$ cat src/rtl/fp_weight_loader.sv
// Host-side weight loader: packs 32-bit beats into 4x256-bit rows, writes them to the weight
// buffers with a toggle strobe, then sequences the read phase. Optional macro: FP_WLOAD_CHECKSUM_EN.
module fp_weight_loader #(
  parameter int unsigned BEAT_W = 32,
  parameter int unsigned WORD_W = 256,
  parameter int unsigned LANES  = 4,
  parameter int unsigned DEPTH  = 64
) (
  input  logic              clk,
  input  logic              reset,
  input  logic              s_valid,
  output logic              s_ready,
  input  logic [BEAT_W-1:0] s_data,
  input  logic              start,
  input  logic              reload,
  output logic [WORD_W-1:0] weight_in0,
  output logic [WORD_W-1:0] weight_in1,
  output logic [WORD_W-1:0] weight_in2,
  output logic [WORD_W-1:0] weight_in3,
  output logic              is_new_weight,
  output logic              reset_pp,
  output logic              read_enable,
  output logic [6:0]        rows_loaded,
  output logic              busy,
  output logic              done,
  output logic              err_start,
  output logic [BEAT_W-1:0] checksum
);

  localparam int unsigned SlotsPerLane = WORD_W / BEAT_W;
  localparam int unsigned BeatsPerRow  = SlotsPerLane * LANES;
  localparam int unsigned SlotW        = $clog2(SlotsPerLane);
  localparam int unsigned LaneW        = $clog2(LANES);
  localparam int unsigned BeatW        = SlotW + LaneW;
  localparam int unsigned RunW         = $clog2(DEPTH);

  typedef enum logic [2:0] {
    StLoad,
    StHold,
    StLoaded,
    StPrime,
    StRun
  } state_e;

  state_e                                      state_q, state_d;
  logic [BeatW-1:0]                            beat_cnt_q, beat_cnt_d;
  logic [RunW-1:0]                             run_cnt_q, run_cnt_d;
  logic [LANES-1:0][SlotsPerLane-1:0][BEAT_W-1:0] lanes_q, lanes_d;
  logic                                        tog_q, tog_d;
  logic [6:0]                                  rows_q, rows_d;
  logic                                        s_ready_q, s_ready_d;
  logic                                        busy_q, busy_d;
  logic                                        reset_pp_q, reset_pp_d;
  logic                                        read_enable_q, read_enable_d;
  logic                                        done_q, done_d;
  logic                                        err_start_q, err_start_d;

  logic             beat_ok;
  logic [LaneW-1:0] lane_idx;
  logic [SlotW-1:0] slot_idx;

  assign beat_ok              = s_valid & s_ready_q;
  assign {lane_idx, slot_idx} = beat_cnt_q;

  always_comb begin
    state_d    = state_q;
    beat_cnt_d = beat_cnt_q;
    run_cnt_d  = run_cnt_q;
    lanes_d    = lanes_q;
    tog_d      = tog_q;
    rows_d     = rows_q;
    done_d     = 1'b0;
    err_start_d = start && (state_q != StLoaded);

    unique case (state_q)
      StLoad: begin
        if (beat_ok) begin
          lanes_d[lane_idx][slot_idx] = s_data;
          if (beat_cnt_q == BeatW'(BeatsPerRow - 1)) begin
            beat_cnt_d = '0;
            tog_d      = ~tog_q;
            rows_d     = rows_q + 7'd1;
            state_d    = StHold;
          end else begin
            beat_cnt_d = beat_cnt_q + 1'b1;
          end
        end
      end
      // One stall cycle so the buffer samples the row while the lane regs are stable.
      StHold: state_d = (rows_q == 7'(DEPTH)) ? StLoaded : StLoad;
      StLoaded: begin
        if (start) begin
          state_d = StPrime;
        end else if (reload) begin
          state_d = StLoad;
          rows_d  = '0;
        end
      end
      StPrime: begin
        state_d   = StRun;
        run_cnt_d = '0;
      end
      StRun: begin
        if (run_cnt_q == RunW'(DEPTH - 1)) begin
          state_d = StLoaded;
          done_d  = 1'b1;
        end else begin
          run_cnt_d = run_cnt_q + 1'b1;
        end
      end
      default: state_d = StLoad;
    endcase

    // Outputs are registered: derive them from the next state.
    s_ready_d     = (state_d == StLoad);
    busy_d        = (state_d == StHold) || (state_d == StPrime) || (state_d == StRun);
    reset_pp_d    = (state_d == StPrime);
    read_enable_d = (state_d == StRun);
  end

  always_ff @(posedge clk) begin
    if (reset) begin
      state_q       <= StLoad;
      beat_cnt_q    <= '0;
      run_cnt_q     <= '0;
      lanes_q       <= '0;
      tog_q         <= 1'b0;
      rows_q        <= '0;
      s_ready_q     <= 1'b1;
      busy_q        <= 1'b0;
      reset_pp_q    <= 1'b0;
      read_enable_q <= 1'b0;
      done_q        <= 1'b0;
      err_start_q   <= 1'b0;
    end else begin
      state_q       <= state_d;
      beat_cnt_q    <= beat_cnt_d;
      run_cnt_q     <= run_cnt_d;
      lanes_q       <= lanes_d;
      tog_q         <= tog_d;
      rows_q        <= rows_d;
      s_ready_q     <= s_ready_d;
      busy_q        <= busy_d;
      reset_pp_q    <= reset_pp_d;
      read_enable_q <= read_enable_d;
      done_q        <= done_d;
      err_start_q   <= err_start_d;
    end
  end

`ifdef FP_WLOAD_CHECKSUM_EN
  logic [BEAT_W-1:0] checksum_q, checksum_d;

  always_comb begin
    checksum_d = checksum_q;
    if (beat_ok) checksum_d = checksum_q ^ s_data;
  end

  // Survives reload; only reset clears it.
  always_ff @(posedge clk) begin
    if (reset) checksum_q <= '0;
    else       checksum_q <= checksum_d;
  end

  assign checksum = checksum_q;
`else
  assign checksum = '0;
`endif

  assign weight_in0    = lanes_q[0];
  assign weight_in1    = lanes_q[1];
  assign weight_in2    = lanes_q[2];
  assign weight_in3    = lanes_q[3];
  assign is_new_weight = tog_q;
  assign rows_loaded   = rows_q;
  assign s_ready       = s_ready_q;
  assign busy          = busy_q;
  assign reset_pp      = reset_pp_q;
  assign read_enable   = read_enable_q;
  assign done          = done_q;
  assign err_start     = err_start_q;

endmodule

$ cat config.mk
export PLATFORM = sky130hd
export DESIGN_NAME = fp_weight_loader
export DESIGN_NICKNAME = d
export VERILOG_FILES = /design/src/rtl/fp_weight_loader.sv
export SDC_FILE = /design/constraint.sdc
export NUM_CORES = 2
export LEC_CHECK = 0
export CAP_MARGIN = 40
export CORE_AREA = 3 3 427 429
export DETAILED_ROUTE_END_ITERATION = 8
export DIE_AREA = 0 0 430 432
export PLACE_DENSITY = 0.52
export SYNTH_ARGS = -nofsm -noshare
export SYNTH_HDL_FRONTEND = slang
export SYNTH_SLANG_ARGS = --single-unit
export TNS_END_PERCENT = 20
$ cat constraint.sdc
create_clock -name clk -period 3.3 [get_ports clk]
set_input_delay 0.33 -clock clk [delete_from_list [all_inputs] [get_ports clk]]
set_output_delay 0.33 -clock clk [all_outputs]
set_load 0.05 [all_outputs]
# --- Word-level counts from Yosys, hierarchy flattened ---
# Index checks and enable logic that the tools add are counted.
totals:
  in_bits: 37
  out_inout_bits: 1070
  wordCells: 104
  ff_bits: 1052
classes:
  mux: 21
  bitwise: 3
  n_reduce_logical: 14
  n_eq_ne: 16
  n_addsub: 3
  magnitude_cmp: 4
op_table:
  columns: ["op", "count"]
  rows:
  - ["$bwmux W1024", 1]
  - ["$demux W256 S2", 1]
  - ["$mux W256", 1]
  - ["$demux W32 S3", 1]
  - ["$mux W32", 1]
  - ["$mux W7", 4]
  - ["$mux W3", 5]
  - ["$pmux W3 S5", 1]
  - ["$pmux W7 S2", 1]
  - ["$pmux W6 S2", 1]
  - ["$ne A2 B2 Y1 const B", 5]
  - ["$eq A3 B2 Y1 const B", 3]
  - ["$add A7 B1 Y7 const B", 1]
  - ["$eq A7 B7 Y1 const B", 1]
  - ["$add A6 B1 Y6 const B", 1]
  - ["$eq A3 B1 Y1 const B", 2]
  - ["$eq A3 B3 Y1 const B", 2]
  - ["$eq A6 B6 Y1 const B", 1]
  - ["$logic_not A3 Y1", 2]
  - ["$mux W6", 1]
  - ["$add A5 B1 Y5 const B", 1]
  - ["$eq A5 B5 Y1 const B", 1]
  - ["$mux W5", 1]
  - ["$reduce_and A5 Y1", 1]
  - ["other kinds (15)", 21]

# --- Depth between registers and ports, before layout ---
depth:
  word_depth: 7
  depth_mapped: 8
  depth_no_buf: 6

# --- Worst setup path before layout ---
# OpenSTA, ideal clock, no wires.
synth_timing:
  path_kind: "reg-to-reg"
  startpoint: "register s_ready_q (netlist: s_ready)"
  endpoint: "register lanes_q, in the netlist weight_in0[139]"
  stages_incl_launch_ff: 7
  path_slack_ns: 1.185
  setup_ns: 0.070
  arrival_ns: 2.045
  path_buffers: 2
  period_less_slack_ns: 2.115
  cell_sequence: "dfxtp_1 > nand4bb_1 > buf_1 > nor3_2 > clkbuf_1 > nand2_1 > a21oi_1"
synth_via:
  elab_chain_len: 2
synth_lines:
  columns: ["item", "line_no", "text"]
  rows:
  - ["start, declared", "51", "logic s_ready_q, s_ready_d;"]
  - ["start signal, assigned", "142", "s_ready_q <= s_ready_d;"]
  - ["$and A1 B1 Y1", "62", "assign beat_ok = s_valid & s_ready_q;"]
  - ["$reduce_and A2 Y1 (no line)", null, null]
  - ["end signal, assigned", "139", "lanes_q <= lanes_d;"]
  - ["end, declared", "48", "logic [LANES-1:0][SlotsPerLane-1:0][BEAT_W-1:0] lanes_q, lanes_d;"]
# No other way between the ends.
# A chain may end at the register's enable or synchronous reset.

# --- Worst setup path after layout ---
layout_timing:
  startpoint: "register lanes_q, in the netlist weight_in2[63]"
  endpoint: "output port weight_in2[63]"
layout_lines:
  columns: ["item", "line_no", "text"]
  rows:
  - ["end, declared", "18", "output logic [WORD_W-1:0] weight_in2,"]
# No word-level cell between the ends.

==> results.toml <==
[floorplanning]
die_x_um = 430
initial_core_util_pct = 20.98
core.rowCount = 155
die_area_sq_mm = 0.1858
die_height_um = 432
io_pins = 1107
core_sq_mm = 0.1786

[route]
first_pass_iters = 5
vias = 35810
via_per_inst = 4.451
drc = 0
postRouteAntennaNets = 0
routed_wl_um = 198500
wl_per_cell_um = 24.67
drt_iter0_drc = 2856

[power_and_ir_drop]
power_mw = 28.26
power.density_mw_per_mm2 = 509.9
p_comb_share_pct = 5.6
p_clk_share_pct = 49.2
ir_worst_vdd_uv = 412.4
seqPwrFrac_pct = 45.3
power.internal_mw = 21.31
p_leak_nw = 19.17
netSwitchingFraction_pct = 24.61
switchingPower_mw = 6.955

[synthesis]
synth_cell_types = 54
syn_area_sq_mm = 0.03747
synth_area_leaders = "dfxtp_1 (56%), nand2_1 (18%), a21oi_1 (12%), mux2i_1 (3.4%), clkbuf_1 (3.1%)"
avgSynthCellArea_sq_um = 8.063
synth-seq-cells = 1052
synthFlopType = "dfxtp_1"
async_reset_ff_share_pct = 0
synth-edff-count = 0
netlist.area_leader.share_pct = 56.21
ys_warn_count = 0
synth_cells = 4647
synth_top_area_cell = "dfxtp_1"
ys_seq_area_share_pct = 56.21

[layout]
final_net_count = 5630
multi_input_area_sq_mm = 0.01471
seqCellArea_sq_mm = 0.02106
design_area_sq_mm = 0.05543
drive_gt1_share_pct = 8.020
areaGrowthSynthToFinish_pct = 47.93
fin_util_pct = 31.03
nFillCells = 18750

[place]
place_hpwl_um = 135900
globalplace.congestion = 0.8028
port_buffers = 1074
placed_area_sq_mm = 0.05115

[clock_tree]
tritoncts = "done"
cts_resized = 0
clk_path_buf_depth = 3
clkSinkCount = 1052
path_clk_slew_ns = 0.06
h-tree-depth = 3
cts_root_buf = "clkbuf_16"
cts_made_buffers = 117
clkLatencyLatePin_ns = 0.77

[worst_setup_path]
cp-end-kind = "output pin"
cp.required_ns = 2.97
cp.arrival_ns = 2.43
critPathBufInv = 1
max_stage_delay_ns = 1.01
critPathTopFamily = "buffers and inverters"
crit_fanout = 2
critical_path_class = "register to output pin"
crit_chain = "clkdlybuf4s50_1"
slowest_stage = "clkdlybuf4s50_1"
start_kind = "register"

[worst_hold_path]
hp-class = "primary input to register"

[global_route]
grt_max_degree = 174
grt_pass1_wl_um = 267600
grt_usage_pct = 20.23
grt_pass1_vias = 33290
grt-ovfl-total = 0
antenna_found_initial = 11

[sta]
setup_viol = 0
period_needed_ns = 2.759
maxSlewViolCount = 0
slew_headroom_pct = 36.69
rsz0062_at_grt = "no"
tns_ns = 0
finalHoldViolCount = 0
post-route-period-util_pct = 83.62
fin_skew_ns = 0.05476
fmax_ghz = 0.3624
worstMarginPinSlew_ns = 0.9496

[outcome]
status = "finished, final reports clean"

[flow_run]
maxCapViolations = 0
what timing repair did:
action / CTS / global route
hold endpoints to repair: 90 / 0
hold buffers: 17 / 0
buffers inserted: 0 / 0
power by group through the flow:
stage / clock network [mW] / logic [mW] / registers [mW]
2_1_floorplan: 0 / 0.576 / 13.3
3_3_place_gp: 0 / 1.53 / 13.1
3_5_place_dp: 0 / 1.58 / 13.1
4_1_cts: 14.2 / 1.60 / 12.8
5_1_grt: 14.7 / 1.63 / 12.8
6_report: 13.9 / 1.58 / 12.8
routing by layer:
layer	up-vias	GRT usage (%)	wire (um)
li1	16770	-	-
met1	17280	23.93	78830
met2	1447	34.97	97140
met3	325	5.098	14310
met4	0	8.025	8200
met5	-	0	0
cell families after synthesis:
logic type	count (synthesis)	synth area share, %
buffers and inverters	460	5.550
AOI/OAI and AO/OA	930	12.61
other	1	0.01001
muxes	129	3.449
adders and majority gates	5	0.1670
DFF	1052	56.21
and+or+nand+nor	2067	21.94
xor gates and xnor gates	3	0.07014
Yosys cell counts, drive strengths merged (4+ instances only):
cell        n
nor2      141
ha          5
nor2b       7
nand2    1808
o2111ai     5
mux2i     128
nor3       26
a21oi     908
and3        9
dfxtp    1052
a2111o      4
nand4       8
nand3      31
clkbuf    309
or3         6
buf       147
o21ai       4
or4b        4
sequential cells by signal (all words and copies together), names as in the netlist:
signal and count:
run_cnt_q 6, s_ready 1, rows_loaded 7, weight_in1 256
read_enable 1, err_start 1, beat_cnt_q 5, weight_in2 256
weight_in3 256, reset_pp 1, done 1, busy 1
is_new_weight 1, weight_in0 256, state_q 3
metrics by stage:
stage	hold slack, ns	worst slack [ns]	cells
5_1_grt	0.02615	0.4246	8043
6_report	0.1027	0.5407	8046
4_1_cts	0.007732	0.3971	8040
2_1_floorplan	0.4366	1.185	4678
3_5_place_dp	0.4453	0.4690	7806
3_3_place_gp	0.4408	0.4055	7782
cells in the final DEF, fill, tap and decap left out, drive strengths merged, types with 3 or more instances in the layout:
master	instances
nand3	31
clkbuf	179
nor2	141
nand4	8
buf	189
conb	32
nor4	3
dlygate4sd3	17
nand2	1808
diode	5
and3	9
a2111o	4
dfxtp	1052
o211ai	3
nor3	26
clkdlybuf4s50	1041
o2111ai	5
o21ai	4
nor2b	7
a21oi	908
or4b	4
inv	7
ha	5
bufinv	12
mux2i	128
clkinv	21
xor2	3
or3	6
area by class of cell:
class	instances	share of cell area, %
sequential	1052	37.99
multi-input combinational	3166	26.55
timing repair buffer	1247	22.73
clock buffer	179	6.302
tap	2355	5.316
clock inverter	38	1.065
inverter	4	0.02709
antenna	5	0.02257
path summary, 6_finish.rpt:
path | from | end | slack, ns | depth (start not counted)
worst min register to register | weight_in0[18] | weight_in0[18] | 0.45 | 2
worst max register to register | beat_cnt_q[1] | weight_in2[96] | 0.59 | 5
worst min-delay path | s_data[22] | weight_in1[182] | 0.10 | 3
worst max-delay path | weight_in2[63] | weight_in2[63] | 0.54 | 1
worst reg2reg max path, delay by kind of cell (launching register included):
| family | cells | cell delay, ns |
|---|---|---|
| flops | 1 | 0.50 |
| simple gates | 3 | 1.73 |
| buf+inv | 1 | 0.26 |
| compound gates | 1 | 0.06 |
No activity file was read; power rests on OpenSTA's default activity.
